File: config.mk
export PLATFORM = sky130hd
export DESIGN_NAME = lfsr_rand_gen
export DESIGN_NICKNAME = d
export VERILOG_FILES = /design/src/rtl/lfsr_rand_gen.sv
export SDC_FILE = /design/constraint.sdc
export NUM_CORES = 1
export LEC_CHECK = 0
export CAP_MARGIN = 20
export CORE_ASPECT_RATIO = 1.25
export CORE_UTILIZATION = 58
export DETAILED_ROUTE_END_ITERATION = 16
export PLACE_DENSITY = 0.81
export RECOVER_POWER = 100
export SLEW_MARGIN = 10
export SYNTH_ARGS = -nofsm -noshare
export SYNTH_HDL_FRONTEND = slang
export SYNTH_SLANG_ARGS = --single-unit
File: constraint.sdc
create_clock -name clock -period 6.95 [get_ports clock]
set_clock_uncertainty 0.05 [all_clocks]
set_input_delay 0.695 -clock clock [delete_from_list [all_inputs] [get_ports clock]]
set_output_delay 0.695 -clock clock [all_outputs]
set_load 0.02 [all_outputs]
File: src/rtl/lfsr_rand_gen.sv
// lfsr_rand_gen
//   Parametrised Fibonacci LFSR random source for game logic (serve angle,
//   serve direction, AI jitter). Each request runs the LFSR STEPS times to
//   decorrelate consecutive outputs. The result is then range-reduced to
//   [0, range_max] by repeated subtraction.
//
// Parameters
//   WIDTH  LFSR state width (>= 3)
//   TAPS   feedback mask; feedback bit = XOR of state bits selected by TAPS
//   SEED   reset state and substitute for an all-zero seed (nonzero)
//   STEPS  LFSR shifts per generated value (>= 1)
//   OUT_W  output width (<= WIDTH)
//
// Ports
//   clock      system clock
//   reset      asynchronous, active-high
//   enable     free-run shifting while idle (player timing adds entropy)
//   seed_load  load seed_in into the LFSR, abort any request (top priority)
//   seed_in    seed value
//   req        request one value (accepted only while idle)
//   range_max  inclusive upper bound of the result; 0 selects full range
//   busy       high between accept and the valid cycle, exclusive of both
//   valid      one-cycle pulse; rnd updates in the same cycle
//   rnd        last generated value, held until the next valid

module lfsr_rand_gen #(
  parameter int unsigned       WIDTH = 16,
  parameter logic [WIDTH-1:0]  TAPS  = 16'hB400,
  parameter logic [WIDTH-1:0]  SEED  = WIDTH'(1),
  parameter int unsigned       STEPS = 16,
  parameter int unsigned       OUT_W = 8
) (
  input  logic             clock,
  input  logic             reset,
  input  logic             enable,
  input  logic             seed_load,
  input  logic [WIDTH-1:0] seed_in,
  input  logic             req,
  input  logic [OUT_W-1:0] range_max,
  output logic             busy,
  output logic             valid,
  output logic [OUT_W-1:0] rnd
);

  localparam int unsigned CNT_W = (STEPS < 2) ? 1 : $clog2(STEPS + 1);
  localparam logic [CNT_W-1:0] LAST_STEP = CNT_W'(STEPS - 1);

  typedef enum logic [1:0] {
    S_IDLE,
    S_SHIFT,
    S_REDUCE
  } fsm_t;

  fsm_t             fsm_q, fsm_d;
  logic [WIDTH-1:0] state_q, state_d;
  logic [WIDTH-1:0] state_nxt;
  logic [CNT_W-1:0] count_q, count_d;
  logic [OUT_W-1:0] value_q, value_d;
  logic [OUT_W-1:0] range_q, range_d;
  logic [OUT_W-1:0] range_inc;
  logic [OUT_W-1:0] rnd_q, rnd_d;
  logic             valid_q, valid_d;
  logic             busy_q, busy_d;

  // One LFSR shift: feedback enters at bit 0.
  assign state_nxt = {state_q[WIDTH-2:0], ^(state_q & TAPS)};

  // Wraps to 0 only when range_q is all ones, and then every value is
  // already in range, so the subtraction below is never taken.
  assign range_inc = range_q + OUT_W'(1);

  always_comb begin
    fsm_d   = fsm_q;
    state_d = state_q;
    count_d = count_q;
    value_d = value_q;
    range_d = range_q;
    rnd_d   = rnd_q;
    valid_d = 1'b0;

    if (seed_load) begin
      // Zero-lockup guard: an all-zero LFSR would never leave zero.
      state_d = (seed_in == '0) ? SEED : seed_in;
      fsm_d   = S_IDLE;
    end else begin
      unique case (fsm_q)
        S_IDLE: begin
          if (enable) begin
            state_d = state_nxt;
          end
          if (req) begin
            range_d = range_max;
            count_d = '0;
            fsm_d   = S_SHIFT;
          end
        end

        S_SHIFT: begin
          state_d = state_nxt;
          count_d = count_q + CNT_W'(1);
          if (count_q == LAST_STEP) begin
            value_d = state_nxt[OUT_W-1:0];
            fsm_d   = S_REDUCE;
          end
        end

        S_REDUCE: begin
          if ((range_q == '0) || (value_q <= range_q)) begin
            rnd_d   = value_q;
            valid_d = 1'b1;
            fsm_d   = S_IDLE;
          end else begin
            value_d = value_q - range_inc;
          end
        end

        default: begin
          fsm_d = S_IDLE;
        end
      endcase
    end

    // Registered busy follows the next FSM state, so it rises the cycle after
    // accept and is already low in the valid cycle.
    busy_d = (fsm_d != S_IDLE);
  end

  always_ff @(posedge clock or posedge reset) begin
    if (reset) begin
      fsm_q   <= S_IDLE;
      state_q <= SEED;
      count_q <= '0;
      value_q <= '0;
      range_q <= '0;
      rnd_q   <= '0;
      valid_q <= 1'b0;
      busy_q  <= 1'b0;
    end else begin
      fsm_q   <= fsm_d;
      state_q <= state_d;
      count_q <= count_d;
      value_q <= value_d;
      range_q <= range_d;
      rnd_q   <= rnd_d;
      valid_q <= valid_d;
      busy_q  <= busy_d;
    end
  end

  assign busy  = busy_q;
  assign valid = valid_q;
  assign rnd   = rnd_q;

endmodule

== Word level (Yosys, flattened, before mapping) ==
Index checks and enable logic that the tools add are counted.

* Bitwise operators: 1
* $lt $le $gt $ge: 1
* Reductions and logical operators: 14
* $add $sub $neg: 3
* Eq/ne operators: 7
* Mux-type cells: 17

{| class="wikitable"
|+ Operator list
! cell !! count
|-
| 16-bit two-way mux || 3
|-
| 16-bit case mux with 2 select lines || 1
|-
| 16-bit zero test || 1
|-
| 8-bit two-way mux || 2
|-
| 8-bit case mux with 2 select lines || 1
|-
| 16-bit XOR reduction || 1
|-
| 5-bit case mux with 2 select lines || 1
|-
| 3-bit AND reduction || 3
|-
| 8-bit by 1-bit adder with 8-bit output, second input constant || 1
|-
| 8-bit less-or-equal comparator || 1
|-
| 8-bit zero test || 1
|-
| 2-bit two-way mux || 4
|-
| 8-bit subtractor || 1
|-
| 2-bit inequality test, second input constant || 3
|-
| 2-bit case mux with 3 select lines || 1
|-
| 2-bit nonzero test || 3
|-
| 5-bit by 1-bit adder with 5-bit output, second input constant || 1
|-
| 5-bit by 4-bit equality test with 1-bit output, second input constant || 1
|-
| 5-bit two-way mux || 1
|-
| 4-bit AND reduction || 1
|-
| 1-bit two-way mux || 3
|-
| 3-bit inequality test, second input constant || 1
|-
| 3-bit nonzero test || 1
|-
| 2-bit by 1-bit equality test with 1-bit output, second input constant || 1
|-
| other kinds (5) || 5
|}

* Input port bits: 29
* Flip-flop bits (word level): 49
* Logic and storage cells: 51
* Output and inout bits: 10

== Depth between registers and ports, before layout ==
* Word-level depth: 6
* Mapped depth: 9
* Mapped depth without buffers: 9

== Least setup slack after synthesis ==
Ideal clock, no wire load.

* Path kind: register to register
* Start: register value_q[1]
* End: register value_q[1]
* Data required time: 6775 ps
* Data arrival time: 2116 ps
* Clock period less this slack: 2290 ps
* Setup time: 125 ps
* Slack: 4660 ps
* Buffers on the path: 0
* Stages on the path, launching flop included: 8
* Path through: dfrtp_1 -> ha_1 -> nor2b_1 -> o211ai_1 -> a21oi_1 -> nor3b_2 -> o41ai_4 -> mux2_2

* Cells in the longest elaborated chain, start to end: 4
* Elaborated cells between the ends (all ways): 7
* Classes of those cells: add/sub (1); order compare (1); eq/ne (1); mux (2); reduce/logical (2)

{| class="wikitable"
|+ Ends and longest elaborated chain
! item !! line !! RTL
|-
| from (decl) || 58 || <nowiki>logic [OUT_W-1:0] value_q, value_d;</nowiki>
|-
| from (signal assigned) || 142 || <nowiki>value_q <= value_d;</nowiki>
|-
| 8-bit less-or-equal comparator || 108 || <nowiki>if ((range_q == '0) || (value_q <= range_q)) begin</nowiki>
|-
| 1-bit logical OR || 108 ||
|-
| 2-bit inequality test (no line) || n/a ||
|-
| 4-bit AND reduction (no line) || n/a ||
|}

Parallel ways exist; a longest one is shown, timed or not. The select of a mux whose other input is x is not followed.
A chain may end at the register's enable or synchronous reset.

== Worst setup path after layout ==
* Start: input port seed_load
* End: register value_q[5]

* Cells in the longest elaborated chain, start to end: 2

{| class="wikitable"
|+ Ends and longest elaborated chain
! item !! line !! RTL
|-
| from (decl) || 36 || <nowiki>input logic seed_load,</nowiki>
|-
| 1-bit inverter (no line) || n/a ||
|-
| 4-bit AND reduction (no line) || n/a ||
|}

Every way passes these cells.

==> summary.txt <==
Critical path origin: seed_load
Vias: 1979
# hold bufs at CTS: 0
CORE AREA: 4200 um^2
I/O Buffers: 38
Slowest Stage Delay on Critical Path: 1.92 ns
crit share post-route: 57.6%
CTS tree: yes
area grow syn2layout: 20.0%
Max Cap Violations: 2
adder-cell share of the synthesized area: 6.06%
Antenna Violating Nets Remaining: 0
worst path bufs/invs: 2
r2r setup slk: 3.28 ns
leakage: 1.45 nW
Synth top area share: 46.2%
Async SR Flop Fraction: 100%
H-tree depth: 2
Simple-Gate Fraction of Synth Area: 12.5%
worst setup path class: in -> reg
Post-layout nets: 334
Tot GR Track Use: 23.5%
Synth Flop Type: dfrtp_1
FF-to-FF End: value_q[5]
HPWL Detailed: 3620 um
Clock Latency Late Sink: 0.31 ns
critical path data arrival time: 4.14 ns
max-slew violation count: 45
peak fanout along the critical path: 23
largest net degree at the start of global routing: 50
CP cell instances: dlygate4sd3_1 -> clkbuf_1 -> o41ai_1 -> mux2_2
worst reg-to-reg path cell count: 7
sink of the worst hold path: state_q[7]
Initial Util: 62.0%
Max Root-Sink Buffers: 2
synthesized cell area: 2600 um^2
Filler cells: 294
most instantiated library cell after synthesis: dfrtp_1
library cells used by synthesis: 38
CTS sink cnt: 49
sequential share of the synthesized area: 47.2%
Syn Area/Cell: 10.2 um^2
layout cells sized above 1: 8.84%
R2R Path Start: value_q[1]
hold path startpoint: state_q[7]
crit-path leading delay family: compound AO/OA/AOI/OAI gates
cell taking the most area after synthesis: dfrtp_1
Routed WL: 5010 um
outcome: complete, but fails checks
wire per inst: 14.3 um
Post-Syn Nets: 296
worst hold slack: 0.440 ns
worst vdd ir: 0.166 mV
Inserted Clock Buffers: 5
Synth Instances: 255
PD cells: 221 nW/um^2
Startpoint Class: primary input
die height: 76.9 um
failing checks: max-capacitance violations, max-slew violations
fin crit period: 4.00 ns
CTS root buffer: clkbuf_8
synth top area cells: dfrtp_1, mux2_2, o21ai_0
DIE AREA: 4760 um^2
Crit-path slowest cell: o41ai_1
drt drc: 0
Tightest Pin Transition: 2.11 ns
DRT Pass-1 Iters: 4
Syn. warnings: 0
# setup viols final: 0
initial antenna violation count: 0
DR vias/cell: 5.65
initial drt markers: 85
first-pass GRT wire length: 8230 um
Min-Delay Path Class: reg -> reg
ant diodes: 0
post-CTS sizing: 0
largest family of logic cells by synthesized area: multiplexers
Synth Area in Compound Gates: 14.2%
post-synthesis mux area share: 14.3%
WP data required: 7.09 ns
number of synthesized flops with an enable pin: 0
endpoints failing hold: 0
Setup Buffers After CTS: 0
Post-Synth XOR/XNOR Area: 2.36%
io pins: 39
Die Wd: 61.9 um
Site Rows: 26
Rel. slew slack: -42.7%
CP endpoint kind: flop
maximum clock frequency: 250 MHz
GP Congestion: 0.860
Clock transition at path regs: 0.08 ns
setup TNS: 0 ns
vias in the first global route: 1915
most frequent cells after synthesis: dfrtp_1, o21ai_0, nand2_1, mux2i_1, mux2_2
GRT overflow: 0
Hold Crit Depth: 2
Synth Register Bits: 49
RSZ-0062 raised after global routing: no
## worst reg2reg max path, cell delays in order (launching register included)
cell	delay, ns
dfrtp_1	0.44
ha_1	0.36
nor2b_1	0.15
o211ai_1	0.09
a21oi_1	0.18
nor3b_2	0.08
o41ai_1	1.73
mux2_2	0.46
## power breakdown
group / switching (mW) / internal (mW)
clock: 0.0929 / 0.117
sequential: 0.0218 / 0.316
combinational: 0.0736 / 0.0676
## layout make-up
class                           count  area, um^2  area share (%)
Sequential cell                    49        1230            39.3
Tap cell                           56        70.1            2.25
Inverter                           12        45.0            1.44
Multi-Input combinational cell    183        1270            40.6
Clock buffer                        7        86.3            2.77
Clock inverter                      1        30.0           0.962
Timing Repair Buffer               42         395            12.7
## sequential cells by signal, indices dropped and copies added (netlist names)
signal	count
state_q	16
count_q	5
busy	1
rnd	8
range_q	8
valid	1
fsm_q	2
value_q	8
## through the flow
step / area [um^2] / std cells / utilization [%] / power (mW) / setup slack (ns)
floorplan: 2600 / 255 / - / 0.438 / 4.66
global placement: 3020 / 340 / 72.0 / 0.479 / 4.21
detailed placement: 3030 / 341 / 72.2 / 0.484 / 4.25
CTS: 3140 / 349 / 74.9 / 0.693 / 4.31
global route: 3120 / 350 / 74.4 / 0.727 / 2.76
finish: 3120 / 350 / 74.4 / 0.689 / 2.95
## layer usage
| metal | share of wire (%) | vias up | global-route usage [%] |
|---|---|---|---|
| met5 | 0 | - | 0 |
| met2 | 50 | 46 | 39.0 |
| met1 | 44 | 945 | 28.1 |
| met3 | 3.7 | 15 | 5.40 |
| li1 | - | 973 | - |
| met4 | 2.8 | 0 | 10.2 |
## worst max path at each step
| stage | to | slack, ns | cells after the start |
|---|---|---|---|
| after detailed placement | value_q[6] | 4.25 | 4 |
| after floorplan | value_q[1] | 4.66 | 7 |
| after CTS | value_q[5] | 4.31 | 7 |
| final | value_q[5] | 2.95 | 4 |
| after global routing | value_q[5] | 2.76 | 4 |
| after global placement | range_q[4] | 4.21 | 4 |
## cell families (layout without fill, tap and decap cells)
logic type                 after synthesis  count (layout)
buffers and inverters                   23              62
adders and majority gates               12              12
DFF                                     49              49
AOI/OAI and AO/OA                       60              60
muxes                                   35              35
and+or+nand+nor                         69              69
xor gates and xnor gates                 7               7
## layout by cell type (no fill, tap or decap), types with 2 or more instances in the layout
cell type and n:
inv_1 12, nor2b_1 2, a21oi_1 4, mux2_2 15, nand4_1 2, mux2_1 2
a31oi_1 2, o21ai_0 38, clkbuf_1 5, nor3_1 5, xor2_1 3, a22o_1 2
a211oi_1 2, a21o_1 3, nor4_1 6, mux2i_1 18, dfrtp_1 48, nand3_1 2
clkdlybuf4s50_1 26, clkbuf_8 6, nand2b_1 4, dlygate4sd3_1 12, nor2_1 9, nand2_1 35
ha_1 11, xnor2_1 4
Power figures use the tool's default switching activity.
